## src/rtl/i2c_reg_sequencer.sv

```systemverilog
// rtl/i2c_reg_sequencer.sv - single-byte register read/write sequencer for a byte-level I2C master
// Every controller strobe is registered and lasts exactly the one cycle of its issuing state.
module i2c_reg_sequencer #(
   parameter int TIMEOUT_CYCLES = 50000,
   parameter int TO_W           = 16
) (
   input  logic       clk,
   input  logic       reset,
   input  logic       cmd_valid,
   output logic       cmd_ready,
   input  logic       cmd_rw,
   input  logic [6:0] cmd_dev_addr,
   input  logic [7:0] cmd_reg_addr,
   input  logic [7:0] cmd_wdata,
   output logic       rsp_valid,
   output logic [7:0] rsp_rdata,
   output logic [1:0] rsp_err,
   output logic [6:0] ctl_addr,
   output logic       ctl_r_wbar,
   output logic       ctl_send_start,
   output logic       ctl_send_stop,
   output logic       ctl_send_ack,
   output logic       ctl_send_nack,
   output logic [7:0] ctl_data_in,
   output logic       ctl_write_enable,
   output logic       ctl_read_enable,
   input  logic [7:0] ctl_data_out,
   input  logic       ctl_byte_io_complete,
   input  logic       ctl_slave_ack_received,
   input  logic       ctl_slave_nack_received,
   input  logic       ctl_communication_ongoing
);

   typedef enum logic [3:0] {
      S_IDLE, S_START_W, S_WAIT_A, S_SEND_REG, S_WAIT_R, S_SEND_DATA, S_WAIT_D, S_STOP,
      S_WAIT_STOP, S_START_R, S_WAIT_AR, S_RX, S_WAIT_RX, S_NACK, S_DONE
   } state_t;

   state_t          r_state, w_next;
   logic            r_bio_prev, r_rw, r_rd_phase;
   logic [TO_W-1:0] r_to_cnt;
   logic [7:0]      r_reg, r_wdata, r_rx_byte, r_data_in, r_rsp_rdata;
   logic [6:0]      r_addr;
   logic [1:0]      r_err, r_rsp_err;
   logic            r_cmd_ready, r_rsp_valid, r_r_wbar;
   logic            r_start, r_stop, r_ack, r_nack, r_we, r_re;
   logic            w_byte_done, w_ack, w_to, w_err_set;
   logic [1:0]      w_err_val, w_err_final;

   function automatic logic is_wait(input state_t s);
      return s inside {S_WAIT_A, S_WAIT_R, S_WAIT_D, S_WAIT_STOP, S_WAIT_AR, S_WAIT_RX};
   endfunction

   assign w_byte_done = ctl_byte_io_complete & ~r_bio_prev;
   // A byte with neither or both status flags set is treated as not acknowledged.
   assign w_ack       = ctl_slave_ack_received & ~ctl_slave_nack_received;
   assign w_to        = (r_to_cnt == TO_W'(TIMEOUT_CYCLES - 1));
   assign w_err_final = (r_err != 2'd0 || !w_err_set) ? r_err : w_err_val;

   always_comb begin
      w_next    = r_state;
      w_err_set = 1'b0;
      w_err_val = 2'd0;
      case (r_state)
         S_IDLE:      if (cmd_valid && r_cmd_ready) w_next = S_START_W;
         S_START_W:   w_next = S_WAIT_A;
         S_SEND_REG:  w_next = S_WAIT_R;
         S_SEND_DATA: w_next = S_WAIT_D;
         S_STOP:      w_next = S_WAIT_STOP;
         S_START_R:   w_next = S_WAIT_AR;
         S_RX:        w_next = S_WAIT_RX;
         S_NACK:      w_next = S_WAIT_STOP;
         S_WAIT_A, S_WAIT_R, S_WAIT_D, S_WAIT_AR: begin
            if (w_byte_done) begin
               if (w_ack) begin
                  case (r_state)
                     S_WAIT_A: w_next = S_SEND_REG;
                     S_WAIT_R: w_next = r_rw ? S_STOP : S_SEND_DATA;
                     S_WAIT_D: w_next = S_STOP;
                     default:  w_next = S_RX;
                  endcase
               end else begin
                  w_next    = S_STOP;
                  w_err_set = 1'b1;
                  w_err_val = (r_state == S_WAIT_A || r_state == S_WAIT_AR) ? 2'd1 : 2'd2;
               end
            end
         end
         S_WAIT_RX:   if (w_byte_done) w_next = S_NACK;
         // The first STOP of a clean read is the turnaround before the repeated start.
         S_WAIT_STOP: if (!ctl_communication_ongoing)
                         w_next = (r_rw && !r_rd_phase && r_err == 2'd0) ? S_START_R : S_DONE;
         S_DONE:      w_next = S_IDLE;
         default:     w_next = S_IDLE;
      endcase
      // Timeout only applies when no event moved the FSM this cycle; no STOP is attempted.
      if (is_wait(r_state) && w_next == r_state && w_to) begin
         w_next    = S_DONE;
         w_err_set = 1'b1;
         w_err_val = 2'd3;
      end
   end

   always_ff @(posedge clk) begin
      if (!reset) begin
         r_state     <= S_IDLE;
         r_bio_prev  <= 1'b0;
         r_rw        <= 1'b0;
         r_rd_phase  <= 1'b0;
         r_to_cnt    <= '0;
         r_reg       <= 8'h00;
         r_wdata     <= 8'h00;
         r_rx_byte   <= 8'h00;
         r_data_in   <= 8'h00;
         r_rsp_rdata <= 8'h00;
         r_addr      <= 7'h00;
         r_err       <= 2'd0;
         r_rsp_err   <= 2'd0;
         r_cmd_ready <= 1'b1;
         r_rsp_valid <= 1'b0;
         r_r_wbar    <= 1'b0;
         r_start     <= 1'b0;
         r_stop      <= 1'b0;
         r_ack       <= 1'b0;
         r_nack      <= 1'b0;
         r_we        <= 1'b0;
         r_re        <= 1'b0;
      end else begin
         r_state     <= w_next;
         r_bio_prev  <= ctl_byte_io_complete;
         r_err       <= w_err_final;
         r_cmd_ready <= (w_next == S_IDLE);
         r_rsp_valid <= (w_next == S_DONE);
         r_start     <= (w_next == S_START_W) || (w_next == S_START_R);
         r_stop      <= (w_next == S_STOP);
         r_ack       <= (w_next == S_RX);
         r_nack      <= (w_next == S_NACK);
         r_we        <= (w_next == S_SEND_REG) || (w_next == S_SEND_DATA);
         r_re        <= (r_state == S_WAIT_RX) && w_byte_done;
         if (is_wait(w_next) && w_next != r_state)
            r_to_cnt <= '0;
         else if (is_wait(r_state))
            r_to_cnt <= r_to_cnt + 1'b1;
         if (r_state == S_IDLE && w_next == S_START_W) begin
            r_rw       <= cmd_rw;
            r_addr     <= cmd_dev_addr;
            r_reg      <= cmd_reg_addr;
            r_wdata    <= cmd_wdata;
            r_err      <= 2'd0;
            r_rd_phase <= 1'b0;
            r_r_wbar   <= 1'b0;
         end
         if (w_next == S_START_R) begin
            r_r_wbar   <= 1'b1;
            r_rd_phase <= 1'b1;
         end
         if (w_next == S_SEND_REG)  r_data_in <= r_reg;
         if (w_next == S_SEND_DATA) r_data_in <= r_wdata;
         if (r_state == S_WAIT_RX && w_byte_done) r_rx_byte <= ctl_data_out;
         if (w_next == S_DONE) begin
            r_rsp_err <= w_err_final;
            if (r_rw && w_err_final == 2'd0) r_rsp_rdata <= r_rx_byte;
         end
      end
   end

   assign cmd_ready        = r_cmd_ready;
   assign rsp_valid        = r_rsp_valid;
   assign rsp_rdata        = r_rsp_rdata;
   assign rsp_err          = r_rsp_err;
   assign ctl_addr         = r_addr;
   assign ctl_r_wbar       = r_r_wbar;
   assign ctl_send_start   = r_start;
   assign ctl_send_stop    = r_stop;
   assign ctl_send_ack     = r_ack;
   assign ctl_send_nack    = r_nack;
   assign ctl_data_in      = r_data_in;
   assign ctl_write_enable = r_we;
   assign ctl_read_enable  = r_re;

endmodule

```

## config.mk

```make
export PLATFORM = sky130hd
export DESIGN_NAME = i2c_reg_sequencer
export DESIGN_NICKNAME = d
export VERILOG_FILES = /design/src/rtl/i2c_reg_sequencer.sv
export SDC_FILE = /design/constraint.sdc
export NUM_CORES = 1
export LEC_CHECK = 0
export ABC_AREA = 1
export CORE_AREA = 2 2 73 127
export CTS_BUF_LIST = sky130_fd_sc_hd__clkbuf_8
export DETAILED_ROUTE_END_ITERATION = 8
export DIE_AREA = 0 0 75 129
export PLACE_DENSITY = 0.77
export SLEW_MARGIN = 40
export SYNTH_ARGS = -nofsm -noshare
export SYNTH_HDL_FRONTEND = slang
export SYNTH_SLANG_ARGS = --single-unit
```

## constraint.sdc

```tcl
create_clock -name clk -period 3.6 [get_ports clk]
set_input_delay 0.72 -clock clk [delete_from_list [all_inputs] [get_ports clk]]
set_output_delay 0.72 -clock clk [all_outputs]
set_load 0.01 [all_outputs]
```

* After elaboration in Yosys (flattened, before gate mapping)
Cells that the tools add are included.
** Cells by class
- Eq/ne operators :: 30
- $add $sub $neg :: 1
- Mux-type cells :: 24
- Reduce and logical (&&, ||, !) cells :: 29
- Bitwise gates (word level) :: 5
** Operator list (count)
- == test 4 bit, second input constant :: 13
- case mux 4 bit (10 select lines) :: 1
- == test 4 x 3 -> 1 bit, second input constant :: 8
- 2-to-1 mux 4 bit :: 6
- adder 16 x 1 -> 16 bit, second input constant :: 1
- == test 16 bit, second input constant :: 1
- == test 4 x 2 -> 1 bit, second input constant :: 4
- 2-to-1 mux 8 bit :: 2
- 2-to-1 mux 2 bit :: 7
- case mux 4 bit (3 select lines) :: 1
- nonzero test 6 bit :: 2
- logical AND 1 bit :: 9
- == test 4 x 1 -> 1 bit, second input constant :: 2
- logical NOT 4 bit :: 2
- 2-to-1 mux 1 bit :: 6
- nonzero test 2 bit :: 3
- OR reduction 2 bit :: 3
- == test 4 bit :: 1
- logical NOT 2 bit :: 2
- logical OR 1 bit :: 4
- inequality test 4 bit :: 1
- OR reduction 4 bit :: 1
- 2-to-1 mux 3 bit :: 1
- NOT 1 bit :: 3
- other kinds (3) :: 5
** Storage, ports and cells
- Flip-flop bits (word level) :: 82
- Output and inout port bits :: 34

* Depth between registers and ports, before layout
- Depth after elaboration :: 16
- Gate-level depth with buffers :: 17
- Depth with buffers taken out :: 15

* Worst setup path before layout
OpenSTA, ideal clock, no wires.
- Path kind :: input to register
- Start :: in ctl_byte_io_complete
- End :: reg r_to_cnt[10]
- Required time :: 3.479 ns
- Setup slack :: 1.317 ns
- Stages :: 16
- Setup time :: 0.121 ns
- Arrival :: 2.162 ns
- Cells stage by stage :: inv_1 -> nor2_1 -> nand3_4 -> nand2_1 -> inv_2 -> nand3_2 -> nor2_4 -> nand3_4 -> o21ai_2 -> nand2_4 -> nand2_2 -> a21oi_2 -> nand2_2 -> nand2_4 -> buf_12 -> nor2_4
** Between the ends
- Cells in the longest elaborated chain, start to end :: 11
- Elaborated cells between the ends (all ways) :: 18
- Those cells by class :: 8 x eq/ne; 4 x mux; 1 x bitwise; 5 x reduce/logical
** RTL lines
- start, declared :: line 28 : input logic ctl_byte_io_complete,
- bitwise AND 1 bit * :: line 54 : assign w_byte_done = ctl_byte_io_complete & ~r_bio_prev;
- 2-to-1 mux 4 bit (on tied branches) :: line 89, 74
- case mux 4 bit (10 select lines) * :: line 64 : case (r_state)
- == test 4 bit :: line 97 : if (is_wait(r_state) && w_next == r_state && w_to) begin
- logical AND 1 bit (2 in a row) :: line 97
- 2-to-1 mux 4 bit * :: line 97
- == test 4 x 2 -> 1 bit (tied with other cells) :: line 51 : return s inside {S_WAIT_A, S_WAIT_R, S_WAIT_D, S_WAIT_STOP, S_WAIT_AR, S_WAIT_RX};
- nonzero test 6 bit :: line 51
- logical AND 1 bit * :: line 140 : if (is_wait(w_next) && w_next != r_state)
- OR reduction 2 bit (no line) *
- end signal, assigned :: line 143 : r_to_cnt <= r_to_cnt + 1'b1;
- end, declared :: line 41 : logic [TO_W-1:0] r_to_cnt;
Mark *: on every way between the ends. The rest lies on a longest branch, timed or not.
A chain may end at the register's enable or synchronous reset.

* Worst setup path in the final report
- Start :: in ctl_byte_io_complete
- End :: reg r_to_cnt[0]
Same word-level chain as after synthesis.

==> qor.csv <==
metric,value,unit
Initial Util,43.3,%
Synth Area in Adders,0.336,%
maxcap violations,0,
syn nets,528,
Crit Path Class,input pin to flop,
Post-CTS Hold Buffers,0,
die width,75,um
Crit path required time,3.84,ns
depth of the CTS H-tree,3,
endpoints failing setup,0,
worst clock skew,0.00607,ns
worst skew pair latency,0.36,ns
maximum VDD drop,0.000281,V
largest net degree at the start of global routing,37,
"Min Clock Period, post-route",2.71,ns
Netlist cell types,34,
core area,8610,um2
final-layout fill cell count,791,
outcome,completed,
drt pass-1 iters,4,
DRC Markers,0,
Synth Flop Type,dfxtp_1,
ranking of synthesized cells by area,"dfxtp_1 44%, nand2_1 11%, a21oi_1 6.4%, nor2_4 4.8%, inv_1 4.4%",
Setup TNS Final,0,ns
Startpoint Class,input pin,
Worst Hold Class,flop to flop,
TritonCTS Buffers,9,
cell count after synthesis,488,
Pwr per Cell Area,459,nW/um2
share of cells above drive strength 1,13.3,%
initial antenna violation count,0,
top cell type's share of synthesized area,44.0,%
RSZ-0062 raised after global routing,no,
CP endpoint kind,flop,
# clock sinks,82,
fmax,369,MHz
dpl hpwl,6.53,mm
R2R depth,13,
via density per instance,4.88,
Port Buf Inserts,72,
Die H,129,um
Crit Path Max Fanout,16,
Crit. Startpoint,ctl_byte_io_complete,
"Reg clk slew, reported paths",0.08,ns
1st-iter DRT viols,136,
# rows,45,
CTS root buf,clkbuf_8,
Routed Antenna Nets,0,
vias in the first global route,3294,
Die ar.,9680,um2
Worst-Margin Slew,0.423,ns
Synth Area in Compound Gates,11.2,%
Crit Reg-Reg Startpoint,r_state[1]$_SDFF_PN0_,
R2R Setup Slk,1.12,ns
Post-CTS Setup Bufs,0,
vias,3335,
Largest register FFs,16,
global-route wire length before repair,14.2,mm
Final Cycle Share,75.3,%
IO Pins,73,
Largest Register,r_to_cnt,
Hold Fails Final Rpt,0,
Post-synth EDFFs,0,
"Seq/Total Area, Yosys",44.0,%
"Area growth, synth to finish",27.8,%
total power,2.19,mW
DR WL/cell,12.6,um
All-Layer GR Usage,18.9,%
largest family of logic cells by synthesized area,simple AND/OR/NAND/NOR gates,
Final nets,601,
average size of a mapped cell,7.64,um2
xor/xnor cell area share of the yosys netlist,3.52,%
Resized cells post-CTS,0,
Synth Register Bits,82,
worst relative slew slack,71.8,%
total grt overflow,0,
synth warn,0,
Clock Path Buffers,2,
RD Place Congestion,0.890,
diodes inserted,0,
"area leader, netlist",dfxtp_1,
TritonCTS clock tree,done,
WL final,8.64,mm
CP arrival,2.95,ns
end of the worst register-to-register path,r_to_cnt[0]$_SDFFE_PP0P_,
mux cell area share after synthesis,0.269,%
Post-Syn Area,3730,um2
CP Capture Point,r_to_cnt[0]$_SDFFE_PP0P_,
Synth Area in Simple Gates,33.3,%
LEAKAGE,1.83,nW
async set-reset flop share out of synthesis,0,%
Final Max Slew Viols,0,
[report_power, final]
| part | internal, mW | switching [mW] | leakage, nW |
|---|---|---|---|
| registers | 0.971 | 0.0433 | 0.665 |
| clock network | 0.362 | 0.331 | 0.106 |
| logic | 0.185 | 0.296 | 1.06 |
[logic make-up (layout without fill, tap and decap cells)]
family / count (synthesis) / count (layout)
adders and majority gates: 1 / 1
AOI/OAI and AO/OA: 81 / 81
xor gates and xnor gates: 15 / 15
and+or+nand+nor: 241 / 241
buffers and inverters: 67 / 145
muxes: 1 / 1
DFF: 82 / 82
[how the worst min path moves through the flow]
stage | to | slack (ns) | depth (start not counted) | start
2_1_floorplan | r_wdata[0]$_SDFFE_PN0P_ | 0.42 | 2 | r_wdata[0]$_SDFFE_PN0P_
3_3_place_gp | r_wdata[7]$_SDFFE_PN0P_ | 0.44 | 2 | r_wdata[7]$_SDFFE_PN0P_
3_5_place_dp | r_wdata[3]$_SDFFE_PN0P_ | 0.44 | 2 | r_wdata[3]$_SDFFE_PN0P_
4_1_cts | r_wdata[3]$_SDFFE_PN0P_ | 0.46 | 2 | r_wdata[3]$_SDFFE_PN0P_
5_1_grt | r_wdata[4]$_SDFFE_PN0P_ | 0.48 | 2 | r_wdata[4]$_SDFFE_PN0P_
6_report | r_rx_byte[7]$_SDFFE_PN0P_ | 0.46 | 2 | r_rx_byte[7]$_SDFFE_PN0P_
[cells in the mapped netlist, drive strengths merged, types with 3 or more instances]
cell / n
nand4: 9
buf: 3
nand3: 29
dfxtp: 82
clkbuf: 11
nor2: 66
nand2: 128
xnor2: 8
inv: 52
nor3: 8
o21ai: 29
a21oi: 49
xor2: 7
[critical path: stages]
cell and delay [ns]:
clkdlybuf4s50_1 0.50, nand2_1 0.12, nor2_1 0.26, nand2_1 0.12
nand3_1 0.10, nand2_2 0.09, nand2_2 0.10, nand3_4 0.15
nand2_4 0.12, inv_1 0.08, a21oi_2 0.15, nand2_2 0.08
nand2_4 0.29, nor2_1 0.08
[final cells by class]
class	count	area [um2]	area share, %
repair buffers	76	751	15.8
flip-flops and latches	82	1640	34.5
multi-input cells	339	1810	38.1
clock inverters	5	60.1	1.26
inverters	53	199	4.18
clock buffers	11	151	3.18
well taps	117	146	3.07
[through the flow]
stage                     hold slack (ns)  cells  util (%)  setup WS [ns]  cell area (um2)
final                               0.455    683      55.3          0.889             4760
after global routing                0.480    683      55.3          0.706             4760
after CTS                           0.456    683      55.3          0.905             4760
after detailed placement            0.444    667      52.8          0.514             4550
after global placement              0.437    667      52.8          0.572             4550
after floorplan                     0.425    488         -           1.32             3730
[placed cells by master, fill, tap and decap left out, drive strengths merged]
| cell | netlist | final |
|---|---|---|
| a31oi | 1 | 1 |
| nand4 | 9 | 9 |
| mux2i | 1 | 1 |
| dfxtp | 82 | 82 |
| clkinv | 1 | 2 |
| xnor2 | 8 | 8 |
| o21a | 1 | 1 |
| and2 | 1 | 1 |
| a21oi | 49 | 49 |
| clkdlybuf4s50 | 0 | 72 |
| o21ai | 29 | 29 |
| clkbuf | 11 | 11 |
| nand2 | 128 | 128 |
| inv | 52 | 54 |
| o22ai | 1 | 1 |
| xor2 | 7 | 7 |
| ha | 1 | 1 |
| bufinv | 0 | 1 |
| nor2 | 66 | 66 |
| clkinvlp | 0 | 1 |
| nor3 | 8 | 8 |
| nand3 | 29 | 29 |
| buf | 3 | 4 |
[per-layer routing]
layer | part of all wire [%] | vias to the layer above | routed length, um | track usage [%]
met3 | 4.6 | 23 | 395 | 4.93
met2 | 55 | 81 | 4750 | 34.6
met1 | 37 | 1533 | 3230 | 19.0
li1 | - | 1698 | - | -
met5 | 0 | - | 0 | 0
met4 | 3.1 | 0 | 266 | 9.35
(Power assumes the default switching activity.)
